[src/rtl/div_unit.sv]
// -----------------------------------------------------------------------------
// div_unit: multi-cycle 32-bit integer divider (signed and unsigned).
// A restoring radix-2 divider that takes one shift/subtract step per cycle.
// A non-zero divisor takes 32 steps, then the result is presented in DONE.
// A zero divisor goes straight to DONE with quotient all-ones and remainder a.
//
// Ports
//   clk        : clock, rising edge
//   rst        : asynchronous active-low reset
//   start      : request a divide (sampled in IDLE only)
//   signed_div : 1 = signed divide, 0 = unsigned divide
//   a, b       : dividend and divisor, captured when the request is accepted
//   annul      : abort the divide in flight; blocks capture in IDLE
//   stall      : combinational; holds the upstream pipeline while a divide runs
//   ready      : one-cycle pulse; result is valid in this cycle
//   result     : {remainder, quotient}, held stable between ready pulses
// -----------------------------------------------------------------------------
module div_unit (
  input  logic        clk,
  input  logic        rst,
  input  logic        start,
  input  logic        signed_div,
  input  logic [31:0] a,
  input  logic [31:0] b,
  input  logic        annul,
  output logic        stall,
  output logic        ready,
  output logic [63:0] result
);

  localparam int unsigned DW = 32;
  localparam int unsigned CW = 5;

  typedef enum logic [1:0] {
    IDLE = 2'd0,
    BUSY = 2'd1,
    DONE = 2'd2
  } state_e;

  state_e            state_q, state_d;
  logic [CW-1:0]     cnt_q, cnt_d;
  logic [2*DW-1:0]   acc_q, acc_d;
  logic [DW-1:0]     div_q, div_d;
  logic              quo_neg_q, quo_neg_d;
  logic              rem_neg_q, rem_neg_d;
  logic [2*DW-1:0]   result_q, result_d;
  logic              ready_q, ready_d;

  logic              sign_a, sign_b;
  logic [DW-1:0]     mag_a, mag_b;
  logic [DW:0]       diff;
  logic              ge;
  logic [2*DW-1:0]   step_acc;
  logic [DW-1:0]     quo_fix, rem_fix;

  // Operand magnitudes; only the signed divide treats bit 31 as a sign.
  always_comb begin
    sign_a = signed_div & a[DW-1];
    sign_b = signed_div & b[DW-1];
    mag_a  = sign_a ? (~a + DW'(1)) : a;
    mag_b  = sign_b ? (~b + DW'(1)) : b;
  end

  // One restoring step. The 33-bit partial remainder includes the bit shifted
  // out of the top of acc, so the compare stays exact for divisors >= 2^31.
  always_comb begin
    diff     = acc_q[2*DW-1:DW-1] - {1'b0, div_q};
    ge       = ~diff[DW];
    step_acc = ge ? {diff[DW-1:0], acc_q[DW-2:0], 1'b1}
                  : {acc_q[2*DW-2:0], 1'b0};
    quo_fix  = quo_neg_q ? (~step_acc[DW-1:0] + DW'(1)) : step_acc[DW-1:0];
    rem_fix  = rem_neg_q ? (~step_acc[2*DW-1:DW] + DW'(1)) : step_acc[2*DW-1:DW];
  end

  // Next-state and datapath control.
  always_comb begin
    state_d   = state_q;
    cnt_d     = cnt_q;
    acc_d     = acc_q;
    div_d     = div_q;
    quo_neg_d = quo_neg_q;
    rem_neg_d = rem_neg_q;
    result_d  = result_q;
    ready_d   = 1'b0;

    unique case (state_q)
      IDLE: begin
        if (start && !annul) begin
          div_d     = mag_b;
          quo_neg_d = sign_a ^ sign_b;
          rem_neg_d = sign_a;
          acc_d     = {DW'(0), mag_a};
          cnt_d     = CW'(0);
          if (b == DW'(0)) begin
            state_d  = DONE;
            result_d = {a, {DW{1'b1}}};
            ready_d  = 1'b1;
          end else begin
            state_d  = BUSY;
          end
        end
      end
      BUSY: begin
        if (annul) begin
          state_d = IDLE;
        end else begin
          acc_d = step_acc;
          cnt_d = cnt_q + CW'(1);
          if (cnt_q == {CW{1'b1}}) begin
            state_d  = DONE;
            result_d = {rem_fix, quo_fix};
            ready_d  = 1'b1;
          end
        end
      end
      DONE: begin
        state_d = IDLE;
      end
      default: begin
        state_d = IDLE;
      end
    endcase
  end

  // State and datapath registers.
  always_ff @(posedge clk or negedge rst) begin
    if (!rst) begin
      state_q   <= IDLE;
      cnt_q     <= '0;
      acc_q     <= '0;
      div_q     <= '0;
      quo_neg_q <= 1'b0;
      rem_neg_q <= 1'b0;
      result_q  <= '0;
      ready_q   <= 1'b0;
    end else begin
      state_q   <= state_d;
      cnt_q     <= cnt_d;
      acc_q     <= acc_d;
      div_q     <= div_d;
      quo_neg_q <= quo_neg_d;
      rem_neg_q <= rem_neg_d;
      result_q  <= result_d;
      ready_q   <= ready_d;
    end
  end

  // Stall covers the accepting cycle too; gated by rst so it drops immediately.
  always_comb begin
    stall = rst & (((state_q == IDLE) & start & ~annul) | (state_q == BUSY));
  end

  assign ready  = ready_q;
  assign result = result_q;

endmodule

[config.mk]
export PLATFORM = sky130hd
export DESIGN_NAME = div_unit
export DESIGN_NICKNAME = d
export VERILOG_FILES = /design/src/rtl/div_unit.sv
export SDC_FILE = /design/constraint.sdc
export NUM_CORES = 1
export LEC_CHECK = 0
export CAP_MARGIN = 0
export CELL_PAD_IN_SITES_DETAIL_PLACEMENT = 0
export CELL_PAD_IN_SITES_GLOBAL_PLACEMENT = 1
export CORE_MARGIN = 4
export CORE_UTILIZATION = 39
export DETAILED_ROUTE_END_ITERATION = 7
export MAX_ROUTING_LAYER = met4
export PLACE_DENSITY_LB_ADDON = 0.1
export SYNTH_ARGS = -nofsm -noshare
export SYNTH_HDL_FRONTEND = slang
export SYNTH_SLANG_ARGS = --single-unit
[constraint.sdc]
create_clock -name clk -period 4.5 [get_ports clk]
set_clock_uncertainty 0.05 [all_clocks]
set_input_delay 1.35 -clock clk [delete_from_list [all_inputs] [get_ports clk]]
set_output_delay 1.35 -clock clk [all_outputs]
set_load 0.1 [all_outputs]
==> results.md <==
* H-tree Lvls at 4
* Register area share after synthesis at 34.2%
* Drt pass-1 iters at 5
* Drt wl/cell at 19.4 um
* Startpoint types: register
* Gr usage total at 23.8%
* Die Y at 187 um
* Status: finished, final reports clean
* Met2 Use GR at 38.0%
* Syn Inst Count at 1578
* CP required at 4.77 ns
* Worst Max-Slew Pin Slew at 0.997 ns
* Final WL at 41800 um
* GRT overflow at 0
* Initial DRC Count at 780
* Area growth syn-to-layout at 24.1%
* DRC Markers at 0
* Leakage at 6.55 nW
* Vias per cell at 5.53
* TNS Setup at 0 ns
* Max cap viols at 0
* Leading area contributor after synthesis: dfrtp_1
* Core ar. at 31500 um^2
* Synthesized cell area at 12400 um^2
* CP Max Fanout at 6
* First-pass GRT wire length at 64500 um
* Dpl cells at 2116
* Syn Nets at 1686
* RD Place Congestion at 0.911
* Setup CP Type: reg2reg
* CTS buffer count at 17
* Synth Warn # at 0
* CTS tree: yes
* Top FF cell, synth: dfrtp_1
* Synthesized area per cell at 7.88 um^2
* Vias in the first global route at 11430
* Vias at 11909
* Met3 GRT Util at 3.46%
* Top cells by area, synth: dfrtp_1, a21oi_1, o21ai_0
* Final Cycle Share at 99.1%
* Clock root buffer: clkbuf_16
* Most numerous cell in the Yosys netlist: nand2_1
* Clock-pin transition on the worst setup and hold timing paths at 0.07 ns
* #FFs+latches synth at 170
* PD cells at 574 nW/um^2
* Ratio of cells with drive above 1 in the final layout at 10.5%
* Fill count at 3094
* Worst path arrival time at 4.73 ns
* I/O Buffers at 134
* Die area at 34800 um^2
* Clock sinks at 170
* Row count at 65
* Clock Latency Late Sink at 0.44 ns
* Reg area at 4250 um^2
* Slew headroom at 33.4%
* Largest net degree at the start of global routing at 171
* Cell variety after synth at 78
* Top-Level Pins at 135
* Hold Crit Class: reg2reg
* Worst Setup End Kind: register
* Die Wd at 187 um
* R2R setup slack at 0.04 ns
* Final ANT Viol Nets at 0
* RSZ-0062 raised after global routing: true
* Ant. Diodes at 0
* GRT busiest layer: met2
* Worst vdd ir at 288 uV
* DP HPWL at 32400 um
* Final Critical Period at 4.46 ns
* Post-route insts no fill at 2154
* Fin. max-slew vios at 0
* Async SR Flop Fraction at 100%
* Area of the multi-input gates at 7750 um^2
* NumNets Final at 1848
* GR met1 Demand/Resource at 31.4%
* Number of synthesized flops with an enable pin at 0
* Max Buffers Root-to-Sink at 2
* Synth cell count leaders: nand2_1, a21oi_1, dfrtp_1
* Fin. Hold Viols at 0
* Setup Viol. Count Final at 0
* Post-synth top area share at 34.2%
* Initial antenna violation count at 0
* F_max at 224 MHz
* Initial Util at 39.5%
layout by cell type, fill, tap and decap left out, types with 5 or more instances in the layout:
cell / n
or3_1: 25
nor3_1: 36
or4_1: 8
o21ai_0: 167
a211oi_1: 8
o21a_1: 5
a31oi_1: 25
a21o_1: 10
xnor2_1: 55
o21ai_1: 13
a21oi_1: 176
nor2b_1: 5
clkbuf_16: 17
o211ai_1: 12
dfrtp_1: 170
nor4_1: 16
nand3_1: 24
o2111ai_1: 5
o31ai_1: 19
xor2_1: 73
and2_1: 14
nand4_1: 12
ha_1: 35
a22o_1: 9
inv_1: 47
clkdlybuf4s50_1: 132
nor2_1: 159
mux2i_1: 25
nand2b_1: 16
buf_4: 97
nand2_1: 180
o41ai_1: 10
and3_1: 17
buf_12: 5
nand3b_1: 8
o22ai_1: 7
flip-flops by register name (all words and copies together), names as in the netlist:
name / count
acc_q: 64
result: 64
div_q: 32
cnt_q: 5
state_q: 2
quo_neg_q: 1
ready: 1
rem_neg_q: 1
per-layer routing:
layer	share of wire [%]	vias to the layer above
li1	-	5970
met1	46	5588
met2	46	307
met3	4.8	44
met4	2.9	0
met5	0	-
critical path: stages, from the launching register on:
cell	delay, ns
dfrtp_1	0.40
inv_2	0.08
ha_4	0.13
inv_2	0.04
fa_2	0.38
and3_4	0.17
o2111a_2	0.30
o21ai_4	0.22
a21oi_4	0.11
a311oi_2	0.38
nor2_4	0.09
clkinv_4	0.11
buf_6	0.11
ha_4	0.12
nand3b_1	0.16
or3_4	0.47
or2_4	0.27
o31a_1	0.35
nand2b_4	0.16
xnor2_2	0.15
a21oi_1	0.07
worst paths after layout:
kind / startpoint / end / cells after the start
worst min register to register: div_q[21] / div_q[21] / 2
worst max register to register: acc_q[31] / result[26] / 20
worst min-delay path: div_q[21] / div_q[21] / 2
max in group asynchronous: rst / acc_q[10] / 2
worst max-delay path: acc_q[31] / result[26] / 20
min in group asynchronous: rst / result[31] / 2
final cells by class:
class / count / area share (%)
Inverter: 51 / 1.27
Tap cell: 402 / 3.26
Multi-Input combinational cell: 1264 / 50.2
Sequential cell: 170 / 27.6
Clock inverter: 14 / 0.859
Timing Repair Buffer: 236 / 14.1
Clock buffer: 17 / 2.76
repair_timing:
| action | CTS | global route |
|---|---|---|
| hold buffers | 0 | 0 |
| gates resized for setup | 0 | 22 |
| buffers inserted | 0 | 7 |
| hold endpoints to repair | 0 | 0 |
| endpoints found under the setup margin | 0 | 13 |
cell families (layout without fill, tap and decap cells):
| family | count (synthesis) | count (layout) | synth area share [%] |
|---|---|---|---|
| buffers and inverters | 144 | 318 | 4.59 |
| DFF | 170 | 170 | 34.2 |
| adders and majority gates | 39 | 39 | 3.98 |
| and+or+nand+nor | 544 | 544 | 20.5 |
| muxes | 29 | 29 | 2.36 |
| xor gates and xnor gates | 130 | 130 | 9.15 |
| AOI/OAI and AO/OA | 522 | 522 | 25.2 |
report_power, final:
group / internal, mW / switching [mW] / total [mW] / leakage, nW
combinational: 2.10 / 3.21 / 5.31 / 4.02
clock: 0.729 / 0.727 / 1.46 / 0.267
sequential: 1.77 / 0.320 / 2.09 / 2.26
stage by stage:
| step | setup slack, ns | power, mW | area [um^2] | utilization, % | hold WS (ns) |
|---|---|---|---|---|---|
| floorplan | 0.0233 | 5.60 | 12500 | - | 0.400 |
| global placement | 0.0987 | 7.22 | 14700 | 46.8 | 0.408 |
| detailed placement | 0.0377 | 7.25 | 14700 | 46.8 | 0.422 |
| CTS | 0.0168 | 8.73 | 15300 | 48.6 | 0.438 |
| global route | -0.135 | 9.49 | 15400 | 49.0 | 0.467 |
| finish | 0.0417 | 8.86 | 15400 | 49.0 | 0.431 |
Note: power is estimated with default switching activity, not from simulation.
